==> src/rtl/sr_flag_pkg.sv <==
// Shared encodings for the SR flag arbiter: requester op codes, FSM states,
// and the op-to-pulse mapping used when a grant is issued.
package sr_flag_pkg;

    localparam logic [1:0] OP_NOP = 2'b00;
    localparam logic [1:0] OP_SET = 2'b01;
    localparam logic [1:0] OP_CLR = 2'b10;
    localparam logic [1:0] OP_TGL = 2'b11;

    typedef enum logic {
        ST_IDLE  = 1'b0,
        ST_DRIVE = 1'b1
    } state_e;

    // Returns {s, r} for one flag; TOGGLE inverts the sampled flag value q.
    function automatic logic [1:0] op_to_sr(input logic [1:0] op, input logic q);
        logic [1:0] sr;
        sr = 2'b00;
        unique case (op)
            OP_SET:  sr = 2'b10;
            OP_CLR:  sr = 2'b01;
            OP_TGL:  sr = q ? 2'b01 : 2'b10;
            default: sr = 2'b00;
        endcase
        return sr;
    endfunction

endpackage

==> src/rtl/sr_flag_arbiter_if.sv <==
// Requester-side handshake bundle of the SR flag arbiter: request level, op and
// index per requester, bank-wide clear request, and the completion pulses.
interface sr_flag_arbiter_if #(
    parameter int unsigned NREQ   = 4,
    parameter int unsigned NFLAGS = 8
);
    localparam int unsigned IW = $clog2(NFLAGS);

    logic [NREQ-1:0]    REQ;
    logic [2*NREQ-1:0]  OP;
    logic [IW*NREQ-1:0] IDX;
    logic               CLR_ALL;
    logic [NREQ-1:0]    ACK;
    logic               ALL_ACK;
    logic               ERR;
    logic               BUSY;

    modport master (
        output REQ,
        output OP,
        output IDX,
        output CLR_ALL,
        input  ACK,
        input  ALL_ACK,
        input  ERR,
        input  BUSY
    );

    modport slave (
        input  REQ,
        input  OP,
        input  IDX,
        input  CLR_ALL,
        output ACK,
        output ALL_ACK,
        output ERR,
        output BUSY
    );

endinterface

==> src/rtl/sr_flag_arbiter_rr_pick.sv <==
// Combinational round-robin first-set finder: searches req_i from ptr_i upward,
// wrapping modulo N, and reports the first set index.
module rr_pick #(
    parameter int unsigned N = 4
) (
    input  logic [N-1:0]         req_i,
    input  logic [$clog2(N)-1:0] ptr_i,
    output logic [$clog2(N)-1:0] gnt_o,
    output logic                 vld_o
);

    localparam int unsigned PW = $clog2(N);

    int unsigned idx;

    // Walk offsets high to low so the smallest offset from ptr_i wins last.
    always_comb begin
        gnt_o = '0;
        vld_o = 1'b0;
        idx   = 0;
        for (int i = int'(N) - 1; i >= 0; i--) begin
            idx = (int'(ptr_i) + i) % N;
            if (req_i[idx]) begin
                gnt_o = PW'(idx);
                vld_o = 1'b1;
            end
        end
    end

endmodule

==> src/rtl/sr_flag_arbiter.sv <==
// Round-robin arbiter that turns SET/CLEAR/TOGGLE requests into one-cycle S or R
// pulses on an external SR flip-flop bank, with a bank-wide clear path.
module sr_flag_arbiter
    import sr_flag_pkg::*;
#(
    parameter int unsigned NREQ   = 4,
    parameter int unsigned NFLAGS = 8
) (
    input  logic               CLK,
    input  logic               CLR,
    sr_flag_arbiter_if.slave   bus,
    input  logic [NFLAGS-1:0]  Q_IN,
    output logic [NFLAGS-1:0]  S_OUT,
    output logic [NFLAGS-1:0]  R_OUT
);

    localparam int unsigned IW = $clog2(NFLAGS);
    localparam int unsigned PW = $clog2(NREQ);

    state_e            state_q, state_d;
    logic [PW-1:0]     rr_ptr_q, rr_ptr_d;
    logic [PW-1:0]     gnt_q, gnt_d;
    logic [NFLAGS-1:0] s_q, s_d;
    logic [NFLAGS-1:0] r_q, r_d;
    logic [NREQ-1:0]   ack_q, ack_d;
    logic              all_ack_q, all_ack_d;
    logic              err_q, err_d;
    logic              busy_q, busy_d;

    logic [PW-1:0]     pick_gnt;
    logic              pick_vld;
    logic [1:0]        op_g;
    logic [IW-1:0]     idx_g;
    logic [1:0]        sr_g;

    rr_pick #(
        .N (NREQ)
    ) u_rr_pick (
        .req_i (bus.REQ),
        .ptr_i (rr_ptr_q),
        .gnt_o (pick_gnt),
        .vld_o (pick_vld)
    );

    always_comb begin
        state_d   = state_q;
        rr_ptr_d  = rr_ptr_q;
        gnt_d     = gnt_q;
        s_d       = '0;
        r_d       = '0;
        ack_d     = '0;
        all_ack_d = 1'b0;
        err_d     = 1'b0;
        busy_d    = 1'b0;
        op_g      = bus.OP[2*int'(pick_gnt) +: 2];
        idx_g     = bus.IDX[IW*int'(pick_gnt) +: IW];
        sr_g      = 2'b00;

        unique case (state_q)
            ST_IDLE: begin
                if (bus.CLR_ALL) begin
                    r_d       = '1;
                    all_ack_d = 1'b1;
                    busy_d    = 1'b1;
                    state_d   = ST_DRIVE;
                end else if (pick_vld) begin
                    gnt_d           = pick_gnt;
                    ack_d[pick_gnt] = 1'b1;
                    busy_d          = 1'b1;
                    state_d         = ST_DRIVE;
                    if (int'(idx_g) >= int'(NFLAGS)) begin
                        err_d = 1'b1;
                    end else begin
                        // Loop select keeps every bank index in range for any NFLAGS.
                        for (int f = 0; f < int'(NFLAGS); f++) begin
                            if (int'(idx_g) == f) begin
                                sr_g   = op_to_sr(op_g, Q_IN[f]);
                                s_d[f] = sr_g[1];
                                r_d[f] = sr_g[0];
                            end
                        end
                    end
                end
            end
            ST_DRIVE: begin
                state_d = ST_IDLE;
                if (!all_ack_q) begin
                    if (int'(gnt_q) == int'(NREQ) - 1) begin
                        rr_ptr_d = '0;
                    end else begin
                        rr_ptr_d = gnt_q + 1'b1;
                    end
                end
            end
            default: state_d = ST_IDLE;
        endcase
    end

    always_ff @(posedge CLK) begin
        if (CLR) begin
            state_q   <= ST_IDLE;
            rr_ptr_q  <= '0;
            gnt_q     <= '0;
            s_q       <= '0;
            r_q       <= '0;
            ack_q     <= '0;
            all_ack_q <= 1'b0;
            err_q     <= 1'b0;
            busy_q    <= 1'b0;
        end else begin
            state_q   <= state_d;
            rr_ptr_q  <= rr_ptr_d;
            gnt_q     <= gnt_d;
            s_q       <= s_d;
            r_q       <= r_d;
            ack_q     <= ack_d;
            all_ack_q <= all_ack_d;
            err_q     <= err_d;
            busy_q    <= busy_d;
        end
    end

    assign S_OUT       = s_q;
    assign R_OUT       = r_q;
    assign bus.ACK     = ack_q;
    assign bus.ALL_ACK = all_ack_q;
    assign bus.ERR     = err_q;
    assign bus.BUSY    = busy_q;

    // The bank has an undefined state for S=R=1; never allow it.
    a_no_sr_overlap: assert property (@(posedge CLK) (s_q & r_q) == '0);
    a_ack_onehot:    assert property (@(posedge CLK) $onehot0(ack_q));
    a_ack_excl:      assert property (@(posedge CLK) !(all_ack_q && (ack_q != '0)));

endmodule

==> src/flat_wrapper.sv <==
// flat-port wrapper written by rule: the top's interface ports become plain ports
module sr_flag_arbiter_flat import sr_flag_pkg::*;
#(
    parameter int unsigned NREQ   = 4,
    parameter int unsigned NFLAGS = 8
)
  (CLK, CLR, Q_IN, S_OUT, R_OUT, bus_REQ, bus_OP, bus_IDX, bus_CLR_ALL, bus_ACK, bus_ALL_ACK, bus_ERR, bus_BUSY);
  sr_flag_arbiter_if #(.NREQ(NREQ), .NFLAGS(NFLAGS)) bus_i ();
  input  logic CLK;
  input  logic CLR;
  input  logic [NFLAGS-1:0] Q_IN;
  output logic [NFLAGS-1:0] S_OUT;
  output logic [NFLAGS-1:0] R_OUT;
  input wire logic [$bits(bus_i.REQ)-1:0] bus_REQ;
  input wire logic [$bits(bus_i.OP)-1:0] bus_OP;
  input wire logic [$bits(bus_i.IDX)-1:0] bus_IDX;
  input wire logic [$bits(bus_i.CLR_ALL)-1:0] bus_CLR_ALL;
  output wire logic [$bits(bus_i.ACK)-1:0] bus_ACK;
  output wire logic [$bits(bus_i.ALL_ACK)-1:0] bus_ALL_ACK;
  output wire logic [$bits(bus_i.ERR)-1:0] bus_ERR;
  output wire logic [$bits(bus_i.BUSY)-1:0] bus_BUSY;
  assign bus_i.REQ = bus_REQ;
  assign bus_i.OP = bus_OP;
  assign bus_i.IDX = bus_IDX;
  assign bus_i.CLR_ALL = bus_CLR_ALL;
  assign bus_ACK = bus_i.ACK;
  assign bus_ALL_ACK = bus_i.ALL_ACK;
  assign bus_ERR = bus_i.ERR;
  assign bus_BUSY = bus_i.BUSY;
  sr_flag_arbiter #(.NREQ(NREQ), .NFLAGS(NFLAGS)) u_core (.CLK(CLK), .CLR(CLR), .bus(bus_i), .Q_IN(Q_IN), .S_OUT(S_OUT), .R_OUT(R_OUT));
endmodule
==> config.mk <==
export PLATFORM = sky130hd
export DESIGN_NAME = sr_flag_arbiter_flat
export DESIGN_NICKNAME = d
export VERILOG_FILES = /design/src/rtl/sr_flag_pkg.sv /design/src/rtl/sr_flag_arbiter_if.sv /design/src/rtl/sr_flag_arbiter_rr_pick.sv /design/src/rtl/sr_flag_arbiter.sv /design/src/flat_wrapper.sv
export SDC_FILE = /design/constraint.sdc
export NUM_CORES = 1
export LEC_CHECK = 0
export ABC_AREA = 1
export CORE_ASPECT_RATIO = 0.75
export CORE_MARGIN = 2
export CORE_UTILIZATION = 49
export DETAILED_ROUTE_END_ITERATION = 12
export PLACE_DENSITY_LB_ADDON = 0.2
export SYNTH_ARGS = -nofsm -noshare
export SYNTH_HDL_FRONTEND = slang
export SYNTH_SLANG_ARGS = --single-unit
==> constraint.sdc <==
create_clock -name CLK -period 5.7 [get_ports CLK]
set_clock_uncertainty 0.05 [all_clocks]
set_input_delay 1.425 -clock CLK [delete_from_list [all_inputs] [get_ports CLK]]
set_output_delay 1.425 -clock CLK [all_outputs]
set_load 0.01 [all_outputs]
## After elaboration in Yosys (flattened, before gate mapping)

Cells that the tools add are included.

| word-level totals | value |
|---|---|
| register bits after elaboration | 27 |
| bits of input ports | 35 |
| output and inout port bits | 23 |
| logic and storage cells | 114 |

| operators by class | value |
|---|---|
| add/sub/neg operators | 4 |
| $mul | 1 |
| magnitude comparators | 6 |
| equal/unequal tests | 11 |
| shifts and indexed selects | 2 |
| muxes and demuxes | 49 |
| bitwise gates (word level) | 12 |
| reduce and logical (&&, ||, !) cells | 14 |

Operators by type and width:

| kind | count |
|---|---|
| $pmux 2 s3 | 8 |
| $reduce_or 5->1 | 8 |
| $mux 2 | 13 |
| $mux 1 | 20 |
| $mux 8 | 2 |
| $lt 2x3->1 const B | 5 |
| $eq 3x3->1 const B | 4 |
| $not 1->1 | 12 |
| $shiftx 12x5->3 | 1 |
| $bmux 1 s2 | 4 |
| $shiftx 8x4->2 | 1 |
| $eq 3x2->1 const B | 2 |
| $add 2x1->2 const B | 2 |
| $add 2x2->2 const B | 2 |
| $eq 2x1->1 const B | 2 |
| $eq 2x2->1 const B | 2 |
| $mul 2x2->4 const A | 1 |
| $reduce_or 4->1 | 1 |
| $eq 3x1->1 const B | 1 |
| $logic_not 3->1 | 1 |
| $reduce_and 3->1 | 1 |
| $demux 1 s2 | 1 |
| $ge 2x1->1 const B | 1 |
| $pmux 1 s2 | 1 |
| other kinds (3) | 3 |

## Longest topological paths before layout

| depth | value |
|---|---|
| depth in word-level cells | 13 |
| depth in mapped cells | 21 |
| mapped depth without buffers | 18 |

## By module

A second synthesis with hierarchy kept.

| unflattened totals | value |
|---|---|
| cell total of the unflattened synthesis | 278 |
| area, all modules | 1695.4 µm² |

By module, submodules not included:

| module | instances | cells an instance | area an instance (µm²) | sequential area each (µm²) |
|---|---|---|---|---|
| sr_flag_arbiter | 1 | 234 | 1480.2 | 520.5 |
| rr_pick | 1 | 44 | 215.2 | 0.0 |

## Worst setup path after synthesis

No wires, ideal clock.

| path | value |
|---|---|
| kind | input -> register |
| start | input port bus_REQ[1] |
| end | register u_core.r_q[0], in the netlist u_core.R_OUT[0] |
| setup time | 0.116 ns |
| arrival time | 2.661 ns |
| required time | 5.534 ns |
| path slack | 2.873 ns |
| stages | 18 |
| path buffers | 1 |
| cell sequence | inv_1 > nand2_1 > nand3_2 > nand2_1 > inv_2 > nand2_2 > nand2_2 > nand2_4 > nand2_4 > buf_6 > nand2_1 > nand2_1 > nand2_1 > nand2_2 > nor2_1 > nor2_1 > nand2_1 > nand2_1 |

| between the ends | value |
|---|---|
| longest elaborated chain between the ends | 12 |
| elaborated cells between the ends (all ways) | 27 |
| classes of those cells | 1 x mul; 3 x eq/ne; 2 x shift; 20 x mux; 1 x reduce/logical |

RTL lines:

| what | RTL line | RTL |
|---|---|---|
| from (decl) | flat_wrapper.sv:14 | `input wire logic [$bits(bus_i.REQ)-1:0] bus_REQ;` |
| $bmux 1 s2 | sr_flag_arbiter_rr_pick.sv:23 | `if (req_i[idx]) begin` |
| $mux 1 (not written as such) | sr_flag_arbiter_rr_pick.sv:23 |  |
| $mux 2 (4 in a row) | sr_flag_arbiter_rr_pick.sv:23 |  |
| $mul 2x2->4 or $shiftx 8x4->2 (tied branches) | sr_flag_arbiter.sv:56, sr_flag_arbiter.sv:55 |  |
| $shiftx 12x5->3, or another cell as far along | sr_flag_arbiter.sv:56 | `idx_g = bus.IDX[IW*int'(pick_gnt) +: IW];` |
| $logic_not 3->1 or $pmux 2 s3 (tied branches) | sr_flag_arbiter.sv:76, sr_flag_pkg.sv:19 |  |
| $mux 1 | sr_flag_arbiter.sv:76 | `if (int'(idx_g) == f) begin` |
| $mux 8 * | sr_flag_arbiter.sv:66 | `end else if (pick_vld) begin` |
| $mux 8 * | sr_flag_arbiter.sv:61 | `if (bus.CLR_ALL) begin` |
| to (signal assigned) | sr_flag_arbiter.sv:115 | `r_q <= r_d;` |
| to (decl) | sr_flag_arbiter.sv:24 | `logic [NFLAGS-1:0] r_q, r_d;` |

Every way passes the cells marked *; elsewhere a longest branch is shown, timed or not. The select of a mux whose other input is x is not followed.
A chain may end at the register's enable or synchronous reset.

## Final worst setup path

| path | value |
|---|---|
| start | input port bus_REQ[2] |
| end | register u_core.r_q[4], in the netlist u_core.R_OUT[4] |

| between the ends | value |
|---|---|
| longest elaborated chain between the ends | 12 |
| elaborated cells between the ends (all ways) | 27 |
| classes of those cells | 1 x mul; 4 x eq/ne; 2 x shift; 20 x mux |

RTL lines:

| what | RTL line |
|---|---|
| $bmux 1 s2 | sr_flag_arbiter_rr_pick.sv:23 |
| $mux 1 (not written as such) | sr_flag_arbiter_rr_pick.sv:23 |
| $mux 2 (4 in a row) | sr_flag_arbiter_rr_pick.sv:23 |
| $mul 2x2->4 or $shiftx 8x4->2 (tied branches) | sr_flag_arbiter.sv:56, sr_flag_arbiter.sv:55 |
| $shiftx 12x5->3, or another cell as far along | sr_flag_arbiter.sv:56 |
| $eq 3x3->1 or $pmux 2 s3 (tied branches) | sr_flag_arbiter.sv:76, sr_flag_pkg.sv:19 |
| $mux 1 | sr_flag_arbiter.sv:76 |
| $mux 8 * | sr_flag_arbiter.sv:66 |
| $mux 8 * | sr_flag_arbiter.sv:61 |

Marks and branches as above.

==> metrics.yaml <==
clock_tree:
  clockBufferDepth: 2
  cts_root_buffer: "clkbuf_8"
  cts_tree: "built"
  clock-sinks: 26
  clk_latency_ns: 0.26
  postCtsSetupBuffers: 0
  clk_pin_slew_ns: 0.09
  h-tree-depth: 1
  holdBufCountCts: 0
  cts-resized-gates: 0
  cts_buffers: 3
worst_setup_path:
  worst_setup_path_end_kind: "register"
  rr_worst_depth: 12
  rr_startpoint: "u_core.rr_ptr_q[0]$_SDFFE_PP0P_"
  path_max_fanout: 11
  cp.required_ns: 5.86
  path_class: "in2reg"
  r2r_setup_slack_ns: 3.16
  reg2reg_to: "u_core.R_OUT[4]$_SDFF_PP0_"
  start_kind: "primary input"
  worst_ep_arrival_time_ns: 3.72
hold_path:
  hp-start: "u_core.gnt_q[1]$_SDFFE_PP0P_"
  whs_path_depth: 2
  hp-class: "reg2reg"
  hold_end: "u_core.gnt_q[1]$_SDFFE_PP0P_"
sta:
  tns_ns: 0
  timing.fmax_ghz: 0.2805
  finalSetupViolations: 0
  finalCriticalPeriod_ns: 3.565
  slew_headroom_pct: 46.41
  finalHoldViolations: 0
  rsz0062_at_grt: "false"
  slew_violations: 0
  tightest_slew_ns: 0.8038
  finalCritPeriodShare_pct: 62.54
routing:
  first_pass_iters: 4
  vias_per_cell: 4.882
  routedWlPerCell_um: 11.03
  drt_wl_total_um: 4124
  drc_errors: 0
  drtAntennaViolNets: 0
  via_count: 1826
  drt_iter0_markers: 120
pwr:
  p_per_area_nw_per_um2: 330.1
  clkPwrFrac_pct: 19.3
  p_sw_share_pct: 42.57
  p_sw_w: 0.0003265
  power_w: 0.0007669
  combPwrFrac_pct: 53.3
  p_leak_nw: 1.174
  irDropWorstVdd_uv: 208.0
  p_int_w: 0.0004404
  power.share.sequential_pct: 27.4
global_routing:
  gr-usage-met2_pct: 33.94
  antenna_found_initial: 0
  grt_pass1_wl_um: 7148
  grt-busiest-layer: "met2"
  grt_pass1_vias: 1591
  grt.overflow.total: 0
  met1_usage_pct: 33.86
  grt_use_total_pct: 22.22
  grt_max_degree: 21
  grt_use_met3_pct: 4.015
layout:
  nNetsFinal: 371
  drive_above_1_share_pct: 9.281
  n_antenna_cell: 0
  final_util_pct: 70.18
  layout_commonest_cell: "nand2_1"
  mostFrequentLayoutCells: "nand2_1, clkdlybuf4s50_1, inv_1, nor2_1, dfxtp_1"
  final_cells: 374
  area_delta_synth_final_pct: 35.55
floorplanning:
  coreArea_um2: 3311
  dieArea_um2: 3992
  io_pins: 58
  die_x_um: 72.30
  start_util_pct: 51.78
  fp-row-count: 18
  die_h_um: 55.22
placement:
  io_buffers: 56
  dp.final_hpwl_um: 3323
  place.gp.congestion: 0.9252
  placedCellCount: 370
logic_synthesis:
  synthCells: 283
  syn_area_um2: 1714
  synth_nets: 319
  yosysTopAreaCellShare_pct: 30.36
  ys_ff_latch: 26
  yosysWarnings: 0
  ys_types: 24
  avgSynthCellArea_um2: 6.057
  seq_area_frac_synth_pct: 30.36
  yosysTopAreaCell: "dfxtp_1"
  synth_area_leaders: "dfxtp_1, nand2_1, inv_1, nor2_1, nand3_1"
outcome:
  status: "finished, final reports clean"
run:
  cap_violations: 0
-- worst max-delay path by stage --
| stage | startpoint | to | slack [ns] | cells after the start |
|---|---|---|---|---|
| detailed placement | bus_REQ[2] | u_core.R_OUT[4]$_SDFF_PP0_ | 1.89 | 13 |
| global placement | bus_REQ[2] | u_core.R_OUT[4]$_SDFF_PP0_ | 1.90 | 13 |
| floorplan | bus_REQ[1] | u_core.R_OUT[0]$_SDFF_PP0_ | 2.87 | 18 |
| CTS | bus_REQ[2] | u_core.R_OUT[4]$_SDFF_PP0_ | 2.17 | 13 |
| global route | bus_REQ[1] | u_core.S_OUT[5]$_SDFF_PP0_ | 1.86 | 14 |
| finish | bus_REQ[2] | u_core.R_OUT[4]$_SDFF_PP0_ | 2.13 | 13 |
-- state kept, by name (all words and copies together), names as in the netlist --
| register | cells |
|---|---|
| u_core.rr_ptr_q | 2 |
| u_core.gnt_q | 2 |
| u_core.bus.ALL_ACK | 1 |
| u_core.R_OUT | 8 |
| u_core.state_q | 1 |
| u_core.S_OUT | 8 |
| u_core.bus.ACK | 4 |
-- power by group through the flow --
stage | combinational [W] | clock (W) | sequential (W)
floorplan | 0.000313 | 0 | 0.000218
global placement | 0.000400 | 0 | 0.000214
detailed placement | 0.000403 | 0 | 0.000214
CTS | 0.000407 | 0.000151 | 0.000210
global route | 0.000463 | 0.000157 | 0.000212
finish | 0.000409 | 0.000148 | 0.000210
-- metrics by stage --
step | hold slack (ns) | setup slack, ns | cell area, µm²
6_report | 0.5276 | 2.135 | 2323
3_5_place_dp | 0.4962 | 1.887 | 2252
3_3_place_gp | 0.4877 | 1.905 | 2252
4_1_cts | 0.5176 | 2.169 | 2323
5_1_grt | 0.5507 | 1.858 | 2323
2_1_floorplan | 0.4558 | 2.873 | 1714
-- cell families after synthesis --
logic type / Yosys count / share of synthesized area (%)
AO/OA/AOI/OAI: 15 / 4.379
AND/OR/NAND/NOR: 190 / 50.95
other: 1 / 0.2188
adder cells (fa/ha/maj): 1 / 0.7298
flip-flops: 26 / 30.37
buffers and inverters: 50 / 13.36
-- cell type report --
| class | count | area (µm²) |
|---|---|---|
| fillers | 290 | 987.2 |
| multi-input cells | 207 | 964.7 |
| repair buffers | 56 | 560.5 |
| flip-flops and latches | 26 | 520.5 |
| inverters | 41 | 156.4 |
| well taps | 40 | 50.05 |
| clock buffers | 3 | 41.29 |
| clock inverters | 1 | 30.03 |
-- layer usage --
metal | part of all wire [%] | wire [µm]
met1 | 51 | 2116
met2 | 42 | 1747
met3 | 6.0 | 246
met4 | 0.32 | 13
met5 | 0 | 0
-- cell usage after synthesis (all sizes together) --
cell and instances:
nor3 4, nand3b 5, buf 9, inv 40, clkinv 1, nand2 111, dfxtp 26, conb 1
nand4 2, ha 1, nor2 39, o21ai 10, nand3 29, a21oi 5
-- worst max-delay path, cell delays in order --
cell and delay (ns):
clkdlybuf4s50_1 0.50, nand2_1 0.06, nand2_1 0.11, nand2_2 0.07
nand3_1 0.07, nand2_1 0.07, a21oi_1 0.63, nand2_1 0.26
nand2_2 0.22, nor2_1 0.06, nor2_1 0.09, nand2_1 0.08
nand2_1 0.06
No activity file was read; power rests on OpenSTA's default activity.
